## src/rtl/eth_tx_sched.sv

```systemverilog
// Transmit scheduler in front of the MII MAC: arbitrates ch0/ch1, loads header, issues tx_go, enforces IFG.
// Latency: grant one cycle after a request is sampled in IDLE, tx_go one cycle after grant.
// Backpressure: requests are only sampled in IDLE; the MAC is tracked through mii_tx_en, never stalled.
module eth_tx_sched #(
  parameter int IFG_CYCLES = 24,
  parameter int START_TO   = 16,
  parameter int RR_EN      = 0
) (
  input  logic        mii_tx_clk,
  input  logic        rst,
  input  logic [47:0] src_mac,
  input  logic        req0,
  input  logic        req1,
  input  logic [11:0] len0,
  input  logic [11:0] len1,
  input  logic [47:0] dmac0,
  input  logic [47:0] dmac1,
  input  logic [15:0] ltype0,
  input  logic [15:0] ltype1,
  output logic        gnt0,
  output logic        gnt1,
  output logic        done0,
  output logic        done1,
  output logic        err,
  output logic        tx_go,
  output logic [11:0] mac_data_len,
  output logic [47:0] mac_des_mac,
  output logic [47:0] mac_src_mac,
  output logic [15:0] mac_len_type,
  input  logic        mii_tx_en,
  output logic        tx_sel,
  output logic        busy
);

  localparam logic [7:0] LP_IFG      = 8'(IFG_CYCLES);
  localparam logic [7:0] LP_START_TO = 8'(START_TO);

  typedef enum logic [2:0] {S_IDLE, S_LOAD, S_WAIT_START, S_WAIT_END, S_IFG} state_t;

  state_t      r_state;
  logic [7:0]  r_cnt;
  logic        r_last;   // last winner: 1 = ch1, so ch0 takes the first tie
  logic        r_gnt0, r_gnt1, r_done0, r_done1, r_err, r_tx_go, r_sel;
  logic [11:0] r_len;
  logic [47:0] r_dmac, r_smac;
  logic [15:0] r_ltype;

  logic        w_pick1;
  logic        w_any;
  logic [7:0]  w_cnt_inc;

  // Pick the winner among current requesters; round-robin favours the channel that did not win last
  always_comb begin
    w_pick1 = 1'b0;
    if (RR_EN != 0) w_pick1 = req1 & (~req0 | ~r_last);
    else            w_pick1 = req1 & ~req0;
  end

  assign w_any     = req0 | req1;
  assign w_cnt_inc = (r_cnt == 8'hFF) ? r_cnt : r_cnt + 8'd1;

  // Scheduler FSM with all outputs registered; pulses default low every cycle
  always_ff @(posedge mii_tx_clk or posedge rst) begin
    if (rst) begin
      r_state <= S_IDLE;
      r_cnt   <= 8'd0;
      r_last  <= 1'b1;
      r_gnt0  <= 1'b0;
      r_gnt1  <= 1'b0;
      r_done0 <= 1'b0;
      r_done1 <= 1'b0;
      r_err   <= 1'b0;
      r_tx_go <= 1'b0;
      r_sel   <= 1'b0;
      r_len   <= 12'd0;
      r_dmac  <= 48'd0;
      r_smac  <= 48'd0;
      r_ltype <= 16'd0;
    end else begin
      r_gnt0  <= 1'b0;
      r_gnt1  <= 1'b0;
      r_done0 <= 1'b0;
      r_done1 <= 1'b0;
      r_err   <= 1'b0;
      r_tx_go <= 1'b0;
      case (r_state)
        S_IDLE: begin
          if (w_any) begin
            r_gnt0  <= ~w_pick1;
            r_gnt1  <= w_pick1;
            r_sel   <= w_pick1;
            r_last  <= w_pick1;
            r_len   <= w_pick1 ? len1   : len0;
            r_dmac  <= w_pick1 ? dmac1  : dmac0;
            r_ltype <= w_pick1 ? ltype1 : ltype0;
            r_smac  <= src_mac;
            r_state <= S_LOAD;
          end
        end
        S_LOAD: begin
          r_cnt <= 8'd0;
          // An empty frame is retired with an error instead of being started
          if (r_len == 12'd0) begin
            r_done0 <= ~r_sel;
            r_done1 <= r_sel;
            r_err   <= 1'b1;
            r_state <= S_IFG;
          end else begin
            r_tx_go <= 1'b1;
            r_state <= S_WAIT_START;
          end
        end
        S_WAIT_START: begin
          if (mii_tx_en) begin
            r_state <= S_WAIT_END;
          end else begin
            r_cnt <= w_cnt_inc;
            if (w_cnt_inc == LP_START_TO) begin
              r_err   <= 1'b1;
              r_done0 <= ~r_sel;
              r_done1 <= r_sel;
              r_cnt   <= 8'd0;
              r_state <= S_IFG;
            end
          end
        end
        S_WAIT_END: begin
          if (!mii_tx_en) begin
            r_done0 <= ~r_sel;
            r_done1 <= r_sel;
            r_cnt   <= 8'd0;
            r_state <= S_IFG;
          end
        end
        S_IFG: begin
          r_cnt <= w_cnt_inc;
          if (w_cnt_inc == LP_IFG) begin
            r_cnt   <= 8'd0;
            r_state <= S_IDLE;
          end
        end
        default: r_state <= S_IDLE;
      endcase
    end
  end

  assign gnt0         = r_gnt0;
  assign gnt1         = r_gnt1;
  assign done0        = r_done0;
  assign done1        = r_done1;
  assign err          = r_err;
  assign tx_go        = r_tx_go;
  assign tx_sel       = r_sel;
  assign mac_data_len = r_len;
  assign mac_des_mac  = r_dmac;
  assign mac_src_mac  = r_smac;
  assign mac_len_type = r_ltype;
  assign busy         = (r_state != S_IDLE);

endmodule

```

## config.mk

```make
export PLATFORM = sky130hd
export DESIGN_NAME = eth_tx_sched
export DESIGN_NICKNAME = d
export VERILOG_FILES = /design/src/rtl/eth_tx_sched.sv
export SDC_FILE = /design/constraint.sdc
export NUM_CORES = 1
export LEC_CHECK = 0
export CORE_AREA = 4 4 131 133
export DETAILED_ROUTE_END_ITERATION = 8
export DIE_AREA = 0 0 135 137
export MAX_ROUTING_LAYER = met4
export PLACE_DENSITY = 0.78
export SYNTH_ARGS = -nofsm -noshare
export SYNTH_HDL_FRONTEND = slang
export SYNTH_SLANG_ARGS = --single-unit
```

## constraint.sdc

```tcl
create_clock -name mii_tx_clk -period 7.2 [get_ports mii_tx_clk]
set_clock_uncertainty 0.15 [all_clocks]
set_input_delay 2.16 -clock mii_tx_clk [delete_from_list [all_inputs] [get_ports mii_tx_clk]]
set_output_delay 2.16 -clock mii_tx_clk [all_outputs]
set_load 0.1 [all_outputs]
```

==> key figures <==
Run status
  – Outcome: finished, final reports clean

Synthesis
  – Ranking of synthesized cells by area: dfrtp_1 56%, mux2i_1 12%, mux2_2 8.3%
  – Synth cell types: 51
  – Share of the synthesized area in the top cell type: 0.5606
  – Cells after Synth: about 560
  – Synth Area per Inst: around 11 um^2
  – Synth area leader: dfrtp_1
  – Commonest cells in the synthesized netlist: 142 x dfrtp_1, 88 x nand2_1, 86 x o21ai_0
  – Post-Syn Nets: roughly 760
  – Number of synthesized register bits: 142
  – Count leader, synth: dfrtp_1
  – Asr flop ratio synth: 1.000
  – Mapped cell area: ~0.0063 mm^2
  – Most used DFF post-synth: dfrtp_1
  – Number of synthesized flops with an enable pin: 0
  – YS warnings: 0
  – Seq/Total Area, Yosys: 0.5606

STA
  – Rel. slew slack: 0.2930
  – Tmin final: around 4.7 ns
  – Fin crit share: 0.6497
  – Total negative slack: 0 ns
  – Final Hold Fails: 0
  – Setup-failing EPs final: 0
  – Slew @ Worst Pin: 1.057 ns
  – Achievable clock frequency: between 200 and 250 MHz
  – Fin. max-slew vios: 0
  – RSZ-0062 raised after global routing: false
  – Final worst slack: ~2.5 ns

Route
  – Initial DRC count: approximately 300
  – DR vias/cell: between 4 and 5
  – Wire per inst: 18.20 um
  – Post-route antenna net violation count: 0
  – DRC: 0
  – Final WL: ~20000 um
  – DRT Pass-1 Iters: 4
  – Vias: approximately 5400

Critical path
  – Critical path class: reg2out
  – Data required, critical path: slightly below 5 ns
  – Startpoint types: register
  – Crit-path max FO: 12
  – Critical Path AT: around 2.4 ns
  – Worst setup EP type: output port
  – Reg2reg start: r_cnt[0]$_DFFE_PP0P_
  – Critical Path Source: r_state[2]$_DFFE_PP0P_

Floorplan
  – Die Ht: 137 um
  – DIE AREA: around 0.018 mm^2
  – Rows: 46
  – Core area: 0.01583 mm^2
  – Io pins: roughly 340
  – Initial Utilization: 0.4005
  – Die W: 135 um

Clocking
  – CTS tree: done
  – Clock sink total: 142
  – Setup Fix Bufs, Post-CTS: 0
  – Post-CTS resize count: 0
  – Worst-path clk slew: roughly 0.06 ns
  – Clock buffer depth: 2
  – TritonCTS buffer count: 17
  – H-Tree Depth: 4
  – Clk_lat worst skew: 0.42 ns
  – Root buffer selected by CTS: clkbuf_16
  – Hold_buf cts: 0

Worst hold path
  – Hold Path Class: reg2reg
  – Hold path startpoint: mac_des_mac[33]$_DFFE_PP0P_

Global route
  – Number of global-route vias before repair: approximately 5600
  – Pin count of the biggest net entering global routing: ~200
  – Initial antenna violation count: 0
  – First-pass GRT wire length: 30180 um
  – GRT Total Usage: 0.2200
  – Grt total ovfl: 0

Final layout
  – Synth-to-Final Area Change: 66.21%
  – Ant diodes: 0
  – Final nets: 1086
  – Post-Layout Cell Count: approximately 1100
  – Ratio of cells with drive above 1 in the final layout: 0.1030
  – Fin util: 0.6656

Placement
  – I/O Buffers: 336
  – RD Place Congestion: just under 0.9
  – Placed Instances: between 1000 and 1500
  – Hpwl dp: roughly 15000 um
  – Post-Place Worst Slack: 2.878 ns

Job
  – Max-Cap Viols: 0
-- sequential cells by signal, summed over array words and instances, names as in the netlist --
| name | flops |
|---|---|
| done0 | 1 |
| done1 | 1 |
| err | 1 |
| gnt0 | 1 |
| gnt1 | 1 |
| mac_data_len | 12 |
| mac_des_mac | 48 |
| mac_len_type | 16 |
| mac_src_mac | 48 |
| r_cnt | 8 |
| r_state | 3 |
| tx_go | 1 |
| tx_sel | 1 |
-- critical path: stages, from the launching register on --
cell and delay [ns]:
dfrtp_1 0.50, nor3_2 0.41, inv_1 0.07, clkdlybuf4s50_1 0.97
-- per-layer routing --
metal  vias to the layer above  GRT usage  part of all wire
li1                       2607          -                 -
met1                      2559     0.2407              0.37
met2                       217     0.3741              0.52
met3                        39    0.07537             0.084
met4                         0    0.08063             0.024
met5                         -          -                 0
-- layout make-up --
| type | count | area [um^2] |
|---|---|---|
| Timing Repair Buffer | 340 | 3418 |
| Clock inverter | 12 | 207.7 |
| Sequential cell | 142 | 3553 |
| Clock buffer | 20 | 446.7 |
| Inverter | 6 | 27.53 |
| Tap cell | 216 | 270.3 |
| Multi-Input combinational cell | 373 | 2611 |
| Fill cell | 1255 | 5293 |
-- cells in the final DEF (no fill, tap or decap), types with 2 or more instances in the layout --
cell type	n
inv_6	4
nor3_1	2
nor3b_1	2
mux2i_1	77
clkbuf_16	17
a31oi_1	3
bufinv_16	5
buf_12	2
nand2_1	88
clkdlybuf4s50_1	336
nand2b_1	4
mux2_2	47
o21ai_0	86
dfrtp_1	142
nor2b_1	3
buf_4	2
nand3_1	4
nor3b_2	2
a21oi_1	8
and2_1	2
clkinvlp_4	3
and4_1	3
o22ai_1	2
clkbuf_1	2
nor4_1	3
nor2_1	9
inv_1	5
-- kinds of logic (layout without fill, tap and decap cells) --
group                      count (synthesis)  count (layout)  share of synthesized area
DFF                                      142             142                     0.5606
AOI/OAI and AO/OA                        116             116                     0.1028
xor gates and xnor gates                   1               1                   0.001382
muxes                                    125             125                     0.2069
buffers and inverters                     43             378                    0.03040
and+or+nand+nor                          130             130                    0.09593
adders and majority gates                  1               1                   0.001974
-- metrics by stage --
stage	hold WS, ns	cell area [um^2]
finish	0.3265	10540
global route	0.3503	10540
CTS	0.3326	10540
detailed placement	0.3196	9881
global placement	0.3109	9881
floorplan	0.3740	6339
-- final timing paths --
check,to,slack (ns),cells past startpoint
setup / recovery,busy,2.52,3
hold / removal,mac_des_mac[33]$_DFFE_PP0P_,0.33,2
setup reg to reg,r_state[1]$_DFFE_PP0P_,4.95,6
hold reg to reg,mac_des_mac[33]$_DFFE_PP0P_,0.33,2
max in group asynchronous,mac_des_mac[42]$_DFFE_PP0P_,3.61,3
min in group asynchronous,mac_src_mac[23]$_DFFE_PP0P_,2.17,2
Power is left out: the tool's default activity adds up to more than one toggle a clock period on the data nets, which glitch-free logic cannot reach.
